**src/rtl/axist_csr_responder.sv**
```systemverilog
// AVMM CSR responder for the AXI-ST/AIB harness: control, status, link and delay registers.
// Define AXIST_CSR_SCRATCH_EN to add a RW scratch register at offset 0x100C.
module axist_csr_responder #(
  parameter int          RD_LATENCY = 2,
  parameter logic [31:0] DLY_X_RST  = 32'h0000_000C,
  parameter logic [31:0] DLY_Y_RST  = 32'h0000_0020,
  parameter logic [31:0] DLY_Z_RST  = 32'h0000_1770,
  parameter logic [31:0] BAD_RDATA  = 32'hDEAD_BEEF
) (
  input  logic        avmm_clk,
  input  logic        avmm_rst,
  input  logic [31:0] i_address,
  input  logic        i_write,
  input  logic [31:0] i_writedata,
  input  logic        i_read,
  input  logic [3:0]  i_status,
  input  logic [3:0]  i_link_online,
  output logic [31:0] o_readdata,
  output logic        o_readdatavalid,
  output logic        o_test_start,
  output logic        o_pat_random,
  output logic [3:0]  o_pkt_code,
  output logic [31:0] o_dly_x,
  output logic [31:0] o_dly_y,
  output logic [31:0] o_dly_z,
  output logic        o_addr_err
);

  localparam logic [15:0] A_CTRL = 16'h1000;
  localparam logic [15:0] A_STAT = 16'h1004;
  localparam logic [15:0] A_LINK = 16'h1008;
  localparam logic [15:0] A_SCR  = 16'h100C;
  localparam logic [15:0] A_DLYX = 16'h2000;
  localparam logic [15:0] A_DLYY = 16'h2004;
  localparam logic [15:0] A_DLYZ = 16'h2008;
  localparam logic [15:0] A_BASE = 16'h5000;

  logic        write_q, write_d;
  logic        read_q, read_d;
  logic [31:0] ctrl_q, ctrl_d;
  logic [31:0] dly_x_q, dly_x_d;
  logic [31:0] dly_y_q, dly_y_d;
  logic [31:0] dly_z_q, dly_z_d;
  logic        start_q, start_d;
  logic        err_q, err_d;
  logic [3:0]  link_s1_q, link_s1_d;
  logic [3:0]  link_s2_q, link_s2_d;
  logic        vld_q [RD_LATENCY];
  logic        vld_d [RD_LATENCY];
  logic [31:0] dat_q [RD_LATENCY];
  logic [31:0] dat_d [RD_LATENCY];
`ifdef AXIST_CSR_SCRATCH_EN
  logic [31:0] scr_q, scr_d;
`endif

  logic        wr_acc, rd_acc;
  logic        hi_ok, mapped;
  logic        sel_ctrl, sel_stat, sel_link, sel_scr;
  logic        sel_x, sel_y, sel_z;
  logic [15:0] off;
  logic [31:0] rd_mux;

  always_comb begin
    wr_acc   = i_write & ~write_q;
    rd_acc   = i_read & ~read_q;
    off      = i_address[15:0];
    hi_ok    = (i_address[31:16] == A_BASE);
    sel_ctrl = hi_ok && (off == A_CTRL);
    sel_stat = hi_ok && (off == A_STAT);
    sel_link = hi_ok && (off == A_LINK);
    sel_x    = hi_ok && (off == A_DLYX);
    sel_y    = hi_ok && (off == A_DLYY);
    sel_z    = hi_ok && (off == A_DLYZ);
`ifdef AXIST_CSR_SCRATCH_EN
    sel_scr  = hi_ok && (off == A_SCR);
`else
    sel_scr  = 1'b0;
`endif
    mapped   = sel_ctrl | sel_stat | sel_link | sel_scr
             | sel_x | sel_y | sel_z;
  end

  // Read mux uses current register state, so a same-cycle write is not visible.
  always_comb begin
    rd_mux = BAD_RDATA;
    unique case (1'b1)
      sel_ctrl: rd_mux = ctrl_q;
      sel_stat: rd_mux = {28'b0, i_status};
      sel_link: rd_mux = {28'b0, link_s2_q};
      sel_x:    rd_mux = dly_x_q;
      sel_y:    rd_mux = dly_y_q;
      sel_z:    rd_mux = dly_z_q;
`ifdef AXIST_CSR_SCRATCH_EN
      sel_scr:  rd_mux = scr_q;
`endif
      default:  rd_mux = BAD_RDATA;
    endcase
  end

  always_comb begin
    write_d   = i_write;
    read_d    = i_read;
    ctrl_d    = ctrl_q;
    dly_x_d   = dly_x_q;
    dly_y_d   = dly_y_q;
    dly_z_d   = dly_z_q;
    start_d   = 1'b0;
    err_d     = err_q | ((wr_acc | rd_acc) & ~mapped);
    link_s1_d = i_link_online;
    link_s2_d = link_s1_q;
`ifdef AXIST_CSR_SCRATCH_EN
    scr_d     = scr_q;
`endif
    if (wr_acc) begin
      if (sel_ctrl) begin
        ctrl_d  = {i_writedata[31:1], 1'b0};
        start_d = i_writedata[0];
      end
      if (sel_x) dly_x_d = i_writedata;
      if (sel_y) dly_y_d = i_writedata;
      if (sel_z) dly_z_d = i_writedata;
`ifdef AXIST_CSR_SCRATCH_EN
      if (sel_scr) scr_d = i_writedata;
`endif
    end
  end

  always_comb begin
    vld_d[0] = rd_acc;
    dat_d[0] = rd_mux;
    for (int i = 1; i < RD_LATENCY; i++) begin
      vld_d[i] = vld_q[i-1];
      dat_d[i] = dat_q[i-1];
    end
  end

  always_ff @(posedge avmm_clk or posedge avmm_rst) begin
    if (avmm_rst) begin
      write_q   <= 1'b0;
      read_q    <= 1'b0;
      ctrl_q    <= '0;
      dly_x_q   <= DLY_X_RST;
      dly_y_q   <= DLY_Y_RST;
      dly_z_q   <= DLY_Z_RST;
      start_q   <= 1'b0;
      err_q     <= 1'b0;
      link_s1_q <= '0;
      link_s2_q <= '0;
`ifdef AXIST_CSR_SCRATCH_EN
      scr_q     <= '0;
`endif
      for (int i = 0; i < RD_LATENCY; i++) begin
        vld_q[i] <= 1'b0;
        dat_q[i] <= '0;
      end
    end else begin
      write_q   <= write_d;
      read_q    <= read_d;
      ctrl_q    <= ctrl_d;
      dly_x_q   <= dly_x_d;
      dly_y_q   <= dly_y_d;
      dly_z_q   <= dly_z_d;
      start_q   <= start_d;
      err_q     <= err_d;
      link_s1_q <= link_s1_d;
      link_s2_q <= link_s2_d;
`ifdef AXIST_CSR_SCRATCH_EN
      scr_q     <= scr_d;
`endif
      for (int i = 0; i < RD_LATENCY; i++) begin
        vld_q[i] <= vld_d[i];
        dat_q[i] <= dat_d[i];
      end
    end
  end

  assign o_readdata      = dat_q[RD_LATENCY-1];
  assign o_readdatavalid = vld_q[RD_LATENCY-1];
  assign o_test_start    = start_q;
  assign o_pat_random    = ctrl_q[2];
  assign o_pkt_code      = ctrl_q[15:12];
  assign o_dly_x         = dly_x_q;
  assign o_dly_y         = dly_y_q;
  assign o_dly_z         = dly_z_q;
  assign o_addr_err      = err_q;

endmodule

```
**config.mk**
```make
export PLATFORM = sky130hd
export DESIGN_NAME = axist_csr_responder
export DESIGN_NICKNAME = d
export VERILOG_FILES = /design/src/rtl/axist_csr_responder.sv
export SDC_FILE = /design/constraint.sdc
export NUM_CORES = 1
export LEC_CHECK = 0
export CORE_MARGIN = 10
export CORE_UTILIZATION = 30
export CTS_CLUSTER_SIZE = 8
export DETAILED_ROUTE_END_ITERATION = 6
export GPL_TIMING_DRIVEN = 1
export PLACE_DENSITY = 0.63
export SLEW_MARGIN = 20
export SYNTH_ARGS = -nofsm -noshare
export SYNTH_HDL_FRONTEND = slang
export SYNTH_SLANG_ARGS = --single-unit
```
**constraint.sdc**
```tcl
create_clock -name avmm_clk -period 13.2 [get_ports avmm_clk]
set_input_delay 1.32 -clock avmm_clk [delete_from_list [all_inputs] [get_ports avmm_clk]]
set_output_delay 1.32 -clock avmm_clk [all_outputs]
set_load 0.02 [all_outputs]
```
### Word level (Yosys, flattened, before mapping)

Index checks and enable logic that the tools add are counted.
Widths: inputs -> output; s select.

* RAM bits: 0
* latch bits: 0
* output and inout port bits: 136
* bits of input ports: 76
* ROM bits: 0
* register bits: 205
* memories: 0

* multiplexer cells: 3
* bitwise gates (word level): 13
* $lt $le $gt $ge: 0
* $mul: 0
* divide/modulo/power cells: 0
* reductions and logical operators: 10
* add/subtract/negate cells: 0
* equality and inequality tests: 7
* shift-type cells: 0

Operators with widths (count)
* $pmux 32 s6: 1
* $eq 16x13->1 const B: 3
* $eq 16x14->1 const B: 3
* $eq 16x15->1 const B: 1
* $reduce_and 2->1: 4
* $or 1x1->1: 7
* $logic_and 1x1->1: 6
* $and 1x1->1: 3
* $not 1->1: 3
* $mux 1: 2

### Depth between registers and ports, before layout

Gate-level depths: netlist of run 1.

* depth after elaboration: 10
* mapped depth: 7
* gate-level depth less buffers: 4

### Least setup slack after synthesis of run 1

No wires, ideal clock.

* path type: input port to flip-flop
* start: input i_address[9]
* end: register ctrl_q[31]
* setup time: 0.125 ns
* stages on the path: 5
* arrival: 2.797 ns
* data required time: 13.075 ns
* buffers on the path: 1
* setup slack: 10.278 ns
* cell sequence: and4bb_2 nand4_2 nor4b_2 buf_4 mux2_2

* word-level cells in the longest chain between the ends: 3

RTL lines
* from (decl): RTL line 12 `input logic [31:0] i_address,`
* $eq 16x13->1: RTL line 68 `sel_ctrl = hi_ok && (off == A_CTRL);`
* $logic_and 1x1->1: RTL line 68
* $reduce_and 2->1 (no source line)
* to (signal assigned): RTL line 159 `ctrl_q <= ctrl_d;`
* to (decl): RTL line 40 `logic [31:0] ctrl_q, ctrl_d;`

No other way between the ends.
A chain may end at the register's enable or synchronous reset.

### Worst setup path after layout of run 1

* start: input i_address[2]
* end: register dly_y_q[6], in the netlist o_dly_y[6]

* word-level cells in the longest chain between the ends: 3

RTL lines
* $eq 16x14->1: RTL line 72 `sel_y = hi_ok && (off == A_DLYY);`
* $logic_and 1x1->1: RTL line 72
* $reduce_and 2->1 (no source line)
* to (signal assigned): RTL line 161 `dly_y_q <= dly_y_d;`
* to (decl): RTL line 42 `logic [31:0] dly_y_q, dly_y_d;`

No other way between the ends.

==> results.yml, run 1 <==
logic_synthesis:
  seq_area_frac_synth_pct: 60.8
  ys_warn_count: 0
  syn_avg_cell_area_um2: 15.0
  synth.distinct_cells: 42
  synth_seq_cells: 205
  synth_ff_type: "dfrtp_1"
  synthArstFlopShare_pct: 100
  syn_nets: 641
  synth_area_um2: 8460
  syn_inst: 565
  synth-edff-count: 0
setup_path:
  r2r-end: "o_dly_y[6]"
  path_cells: "buf_2, buf_4, nor2b_4, and4_1, nand3_2, mux2_1"
  r2r_setup_slack_ns: 10.71
  r2r-start: "write_q"
  cp_slowest_cell: "nor2b_4"
  crit_required_ns: 13.60
  arrival_ns: 4.51
  critPathLaunchType: "primary input"
  cp-end-kind: "flip-flop"
  critical_path_class: "primary input to flip-flop"
  cp_slowest_stage_delay_ns: 0.92
  critPathMaxFanout: 39
  rr_worst_depth: 4
placed_design:
  post-dp-hpwl_um: 16100
  place_inst: 1121
  gp_congestion: 0.722
  dp_slack_ns: 8.53
  io_buffers: 211
worst_hold_path:
  hp-start: "dat_d[29]"
  hold_depth: 0
  worstHoldPathType: "flip-flop to flip-flop"
  hold_path_end: "o_readdata[29]"
global_routing:
  antenna_found_initial: 0
  grt_pass1_vias: 6230
  track_usage_pct: 13.3
  grt_overflow: 0
  grt_max_degree: 139
  grt_first_pass_wirelength_um: 37400
run:
  cap_violations: 0
timing:
  worstMarginPinSlew_ns: 1.04
  finalCritPeriodShare_pct: 31.2
  slew_violations: 0
  rsz0062_at_grt: "no"
  finalSetupTns_ns: 0
  slew_headroom_pct: 30.8
  worst_slack_ns: 9.08
  fmax_mhz: 243
  hold_viol: 0
  fin_worst_skew_ns: 0.0160
  setup_viol: 0
  period_minus_slack_ns: 4.12
clock_tree:
  cts_tree: "done"
  hold_buffers: 0
  cts_root_buffer: "clkbuf_16"
  numClockSinks: 205
  cts_made_buffers: 29
  worstSkewPairLatency_ns: 0.53
  clk_pin_slew_ns: 0.05
  cts_buffer_depth: 3
  htreeDepth: 1
  cts_resized: 0
  post_cts_buffers: 0
die:
  die_area_um2: 35300
  die_w_um: 188
  dieHeight_um: 188
  coreArea_um2: 27800
  initial_utilization_pct: 30.5
  boundaryPins: 212
  rows: 61
pwr:
  p_seq_share_pct: 46.3
  p_sw_share_pct: 21.5
  powerDensity_nw_per_um2: 117
  power.internal_uw: 1070
  clkPwrFrac_pct: 49.3
  power.switching_uw: 293
  ir_drop_uv: 92.1
  power.leakage_uw: 0.00514
  combPwrFrac_pct: 4.4
finish:
  fillers: 2625
  syn_to_final_growth_pct: 38.3
  n_antenna_cell: 0
  stdcell_count: 1174
  nets: 850
  drive_gt1_share_pct: 23.0
route:
  vias_per_cell: 4.72
  first_iter_violations: 249
  route.vias.total: 5545
  drc: 0
  drt_pass1_iterations: 4
  wl_per_cell_um: 20.6
  drt-total-wl_um: 24100
  antenna_left: 0
outcome:
  outcome: "finished, final reports clean"
-- final cells by class --
cell class / count / area [µm²] / share of cell area [%]
inverter: 3 / 18.8 / 0.160
multi-input combinational: 316 / 3080 / 26.3
sequential: 205 / 5140 / 43.9
clock inverter: 1 / 8.76 / 0.0748
tap: 378 / 473 / 4.04
timing repair buffer: 219 / 2160 / 18.5
clock buffer: 52 / 822 / 7.02
-- cell families (layout without fill, tap and decap cells) --
kind of cell           Yosys count  in the layout  share of synthesized area, %
flip-flops                     205            205                          60.8
multiplexers                   162            162                          22.4
AND/OR/NAND/NOR                 87             87                          6.92
AO/OA/AOI/OAI                   67             67                          6.84
buffers and inverters           44            275                          3.12
-- placed cells by master (no fill, tap or decap), types with 9 or more instances in the layout --
| master | synthesis | layout |
|---|---|---|
| a221o_1 | 20 | 20 |
| a2bb2oi_1 | 20 | 20 |
| clkbuf_1 | 9 | 22 |
| clkbuf_16 | 0 | 29 |
| clkdlybuf4s50_1 | 0 | 209 |
| dfrtp_1 | 195 | 195 |
| dfstp_2 | 10 | 10 |
| mux2_1 | 15 | 15 |
| mux2_2 | 82 | 82 |
| mux2_4 | 30 | 30 |
| mux2i_1 | 35 | 35 |
| nand2_1 | 12 | 12 |
| nor2_1 | 30 | 30 |
| o21ai_0 | 9 | 9 |
-- sequential cells by signal, summed over array words and instances (netlist names), 4 cells and up --
| register | flops |
|---|---|
| ctrl_q | 31 |
| o_dly_y | 32 |
| o_dly_x | 32 |
| link_s2_q | 4 |
| dat_d | 32 |
| o_dly_z | 32 |
| link_s1_q | 4 |
| o_readdata | 32 |
-- critical path: cells and delay by family --
family	cells	cell delay (ns)
and+or+nand+nor	3	2.02
muxes	1	0.63
buffers and inverters	2	0.51
-- cell usage after synthesis (3+ instances only) --
cell | number | area, µm²
a221o_1 | 20 | 200
buf_2 | 13 | 65.1
a32o_1 | 8 | 80.1
nor2b_1 | 5 | 31.3
nand4_1 | 8 | 50.1
dfrtp_1 | 195 | 4880
mux2_1 | 15 | 169
nor4_1 | 3 | 18.8
mux2i_1 | 35 | 350
nor2_1 | 30 | 113
nand2_1 | 12 | 45.0
mux2_2 | 82 | 923
nand3_1 | 3 | 15.0
o21ai_0 | 9 | 45.0
a2bb2oi_1 | 20 | 175
nor4_4 | 5 | 106
mux2_4 | 30 | 450
clkbuf_1 | 9 | 33.8
buf_6 | 5 | 56.3
buf_4 | 12 | 90.1
dfstp_2 | 10 | 263
and4_1 | 5 | 43.8
inv_1 | 3 | 11.3
o311ai_0 | 3 | 26.3
-- worst max-delay path by stage --
stage,start,slack [ns],to
after floorplan,avmm_rst,6.30,ctrl_q[10]
after global placement,i_address[2],8.55,o_dly_y[12]
after detailed placement,i_address[2],8.53,o_dly_y[25]
after CTS,i_address[2],9.09,o_dly_y[6]
after global routing,i_address[2],8.87,o_dly_y[6]
final,i_address[2],9.08,o_dly_y[6]
-- metrics by stage --
| step | power, µW | instance area (µm²) | utilization, % | hold slack (ns) |
|---|---|---|---|---|
| after floorplan | 666 | 8460 | - | 0.331 |
| after global placement | 704 | 10900 | 39.2 | 0.334 |
| after detailed placement | 704 | 10900 | 39.2 | 0.335 |
| after CTS | 1390 | 11700 | 42.1 | 0.340 |
| after global routing | 1420 | 11700 | 42.1 | 0.351 |
| final | 1360 | 11700 | 42.1 | 0.337 |
-- routing by layer --
| metal | routed length, µm | part of all wire, % | up-vias | track usage (%) |
|---|---|---|---|---|
| met2 | 11600 | 48 | 168 | 22.2 |
| met4 | 567 | 2.3 | 0 | 3.48 |
| met5 | 0 | 0 | - | 0 |
| met3 | 1560 | 6.5 | 33 | 3.99 |
| met1 | 10400 | 43 | 2840 | 16.3 |
| li1 | - | - | 2504 | - |
-- power by group through the flow --
stage	combinational [µW]	sequential, µW	clock [µW]
floorplan	23.5	643	0
global placement	61.4	642	0
detailed placement	61.8	642	0
CTS	62.0	632	697
global route	66.2	632	721
finish	60.4	632	672
Note: power is estimated with default switching activity, not from simulation.
==> run 2: changes to the inputs <==
--- a/config.mk
+++ b/config.mk
@@ -10,7 +10,7 @@
 export CTS_CLUSTER_SIZE = 8
 export DETAILED_ROUTE_END_ITERATION = 6
 export GPL_TIMING_DRIVEN = 1
-export PLACE_DENSITY = 0.63
+export PLACE_DENSITY = 0.65
 export SLEW_MARGIN = 20
 export SYNTH_ARGS = -nofsm -noshare
 export SYNTH_HDL_FRONTEND = slang
==> constraint.sdc (replaced) <==
create_clock -name avmm_clk -period 3.75 [get_ports avmm_clk]
set_input_delay 0.375 -clock avmm_clk [delete_from_list [all_inputs] [get_ports avmm_clk]]
set_output_delay 0.375 -clock avmm_clk [all_outputs]
set_load 0.02 [all_outputs]
==> run 2 against run 1 <==
Utilization increased by 0.35 points. Cell area up 0.82%. First-iteration DRC count grew 21%. Worst setup slack got worse by 7.8 ns. Wire length rose by 0.84%. Sequential share of layout area shrank 0.36 points. Via count grew 0.76%. Clock-buffer cell count up 1. Combinational power grew to 3.7 times the previous value. Register-to-register slack got worse by 9.1 ns. Critical path type unchanged. Largest cell class unchanged. Highest routed layer unchanged.
==> results.yml, run 2 (same netlist as run 1, synthesis figures left out) <==
placed_design:
  gp_congestion: 0.750
  io_buffers: 211
  post-dp-hpwl_um: 17200
  place_inst: 1130
clock_tree:
  hold_buffers: 0
  cts_buffer_depth: 3
  htreeDepth: 1
  cts_root_buffer: "clkbuf_16"
  clk_pin_slew_ns: 0.05
  cts_made_buffers: 29
  cts_resized: 0
  post_cts_buffers: 0
  numClockSinks: 205
  worstSkewPairLatency_ns: 0.52
  cts_tree: "done"
timing:
  finalCritPeriodShare_pct: 67.1
  hold_ws_ns: 0.301
  fmax_mhz: 398
  period_minus_slack_ns: 2.52
  finalSetupTns_ns: 0
  fin_worst_skew_ns: 0.00973
  hold_viol: 0
  setup_viol: 0
  worstMarginPinSlew_ns: 0.846
  slew_violations: 0
  rsz0062_at_grt: "no"
  slew_headroom_pct: 43.6
route:
  antenna_left: 0
  route.vias.total: 5587
  drc: 0
  drt-total-wl_um: 24300
  drt_pass1_iterations: 4
  wl_per_cell_um: 20.6
  first_iter_violations: 301
  vias_per_cell: 4.72
finish:
  nets: 859
  n_antenna_cell: 0
  drive_gt1_share_pct: 23.7
  final_common_cell: "clkdlybuf4s50_1"
  fin_util_pct: 42.5
  stdcell_count: 1183
  fillers: 2629
  multi_input_area_um2: 3080
  seqCellArea_um2: 5140
  final_cell_mix: "clkdlybuf4s50_1 (209), dfrtp_1 (195), mux2_2 (82)"
  syn_to_final_growth_pct: 39.5
setup_path:
  critical_path_class: "primary input to flip-flop"
  critPathMaxFanout: 28
  critPathLaunchType: "primary input"
  path_cells: "clkdlybuf4s50_1, or4_4, nor2_4, and4_2, a221o_1"
  crit_required_ns: 4.20
  crit_family: "simple AND/OR/NAND/NOR gates"
  cp_slowest_stage_delay_ns: 0.82
  cp-end-kind: "flip-flop"
  cp_slowest_cell: "and4_2"
  crit_buf_inv: 1
  arrival_ns: 2.97
die:
  initial_utilization_pct: 30.5
  coreArea_um2: 27800
  die_area_um2: 35300
  boundaryPins: 212
  rows: 61
  die_w_um: 188
  dieHeight_um: 188
pwr:
  ir_drop_uv: 274
  powerDensity_nw_per_um2: 408
  power.leakage_uw: 0.00518
global_routing:
  antenna_found_initial: 0
  grt_pass1_vias: 6368
  grt_overflow: 0
  grt_first_pass_wirelength_um: 38500
  track_usage_pct: 13.6
  grt_max_degree: 80
outcome:
  outcome: "finished, final reports clean"
worst_hold_path:
  worstHoldPathType: "primary input to flip-flop"
run:
  cap_violations: 0
-- run 2: path summary, 6_finish.rpt --
check | depth (start not counted) | slack [ns] | end | from
worst max-delay path | 5 | 1.23 | dat_d[18] | i_address[1]
worst min-delay path | 1 | 0.30 | link_s1_q[1] | i_link_online[1]
worst max register to register | 5 | 1.60 | ctrl_q[23] | write_q
worst min register to register | 0 | 0.34 | o_readdata[17] | dat_d[17]
max in group asynchronous | 4 | 2.39 | o_dly_z[4] | avmm_rst
min in group asynchronous | 2 | 0.33 | o_dly_x[27] | avmm_rst
-- run 2: layout make-up --
cell class | count | area share (%)
Inverter | 3 | 0.127
Multi-Input combinational cell | 316 | 26.1
Clock buffer | 53 | 7.00
Timing Repair Buffer | 228 | 19.2
Sequential cell | 205 | 43.6
Tap cell | 378 | 4.01
-- run 2: metal layers --
metal	track usage, %	up-vias	share of wire [%]	wire length, µm
li1	-	2533	-	-
met1	17.3	2857	44	10800
met2	22.3	165	47	11500
met3	3.91	32	6.4	1570
met4	3.20	0	1.7	411
met5	0	-	0	0
-- run 2: report_power, final --
part           switching, µW  total [µW]  internal (µW)
logic                    121         224            102
registers               1.65        2220           2220
clock network            916        2370           1460
total                   1040        4820           3780
-- run 2: stage by stage --
stage	instance area, µm²	setup slack (ns)	total power (µW)
2_1_floorplan	8470	0.725	2340
3_3_place_gp	11000	0.763	2490
3_5_place_dp	11000	0.693	2490
4_1_cts	11800	1.24	4890
5_1_grt	11800	1.17	5000
6_report	11800	1.23	4820
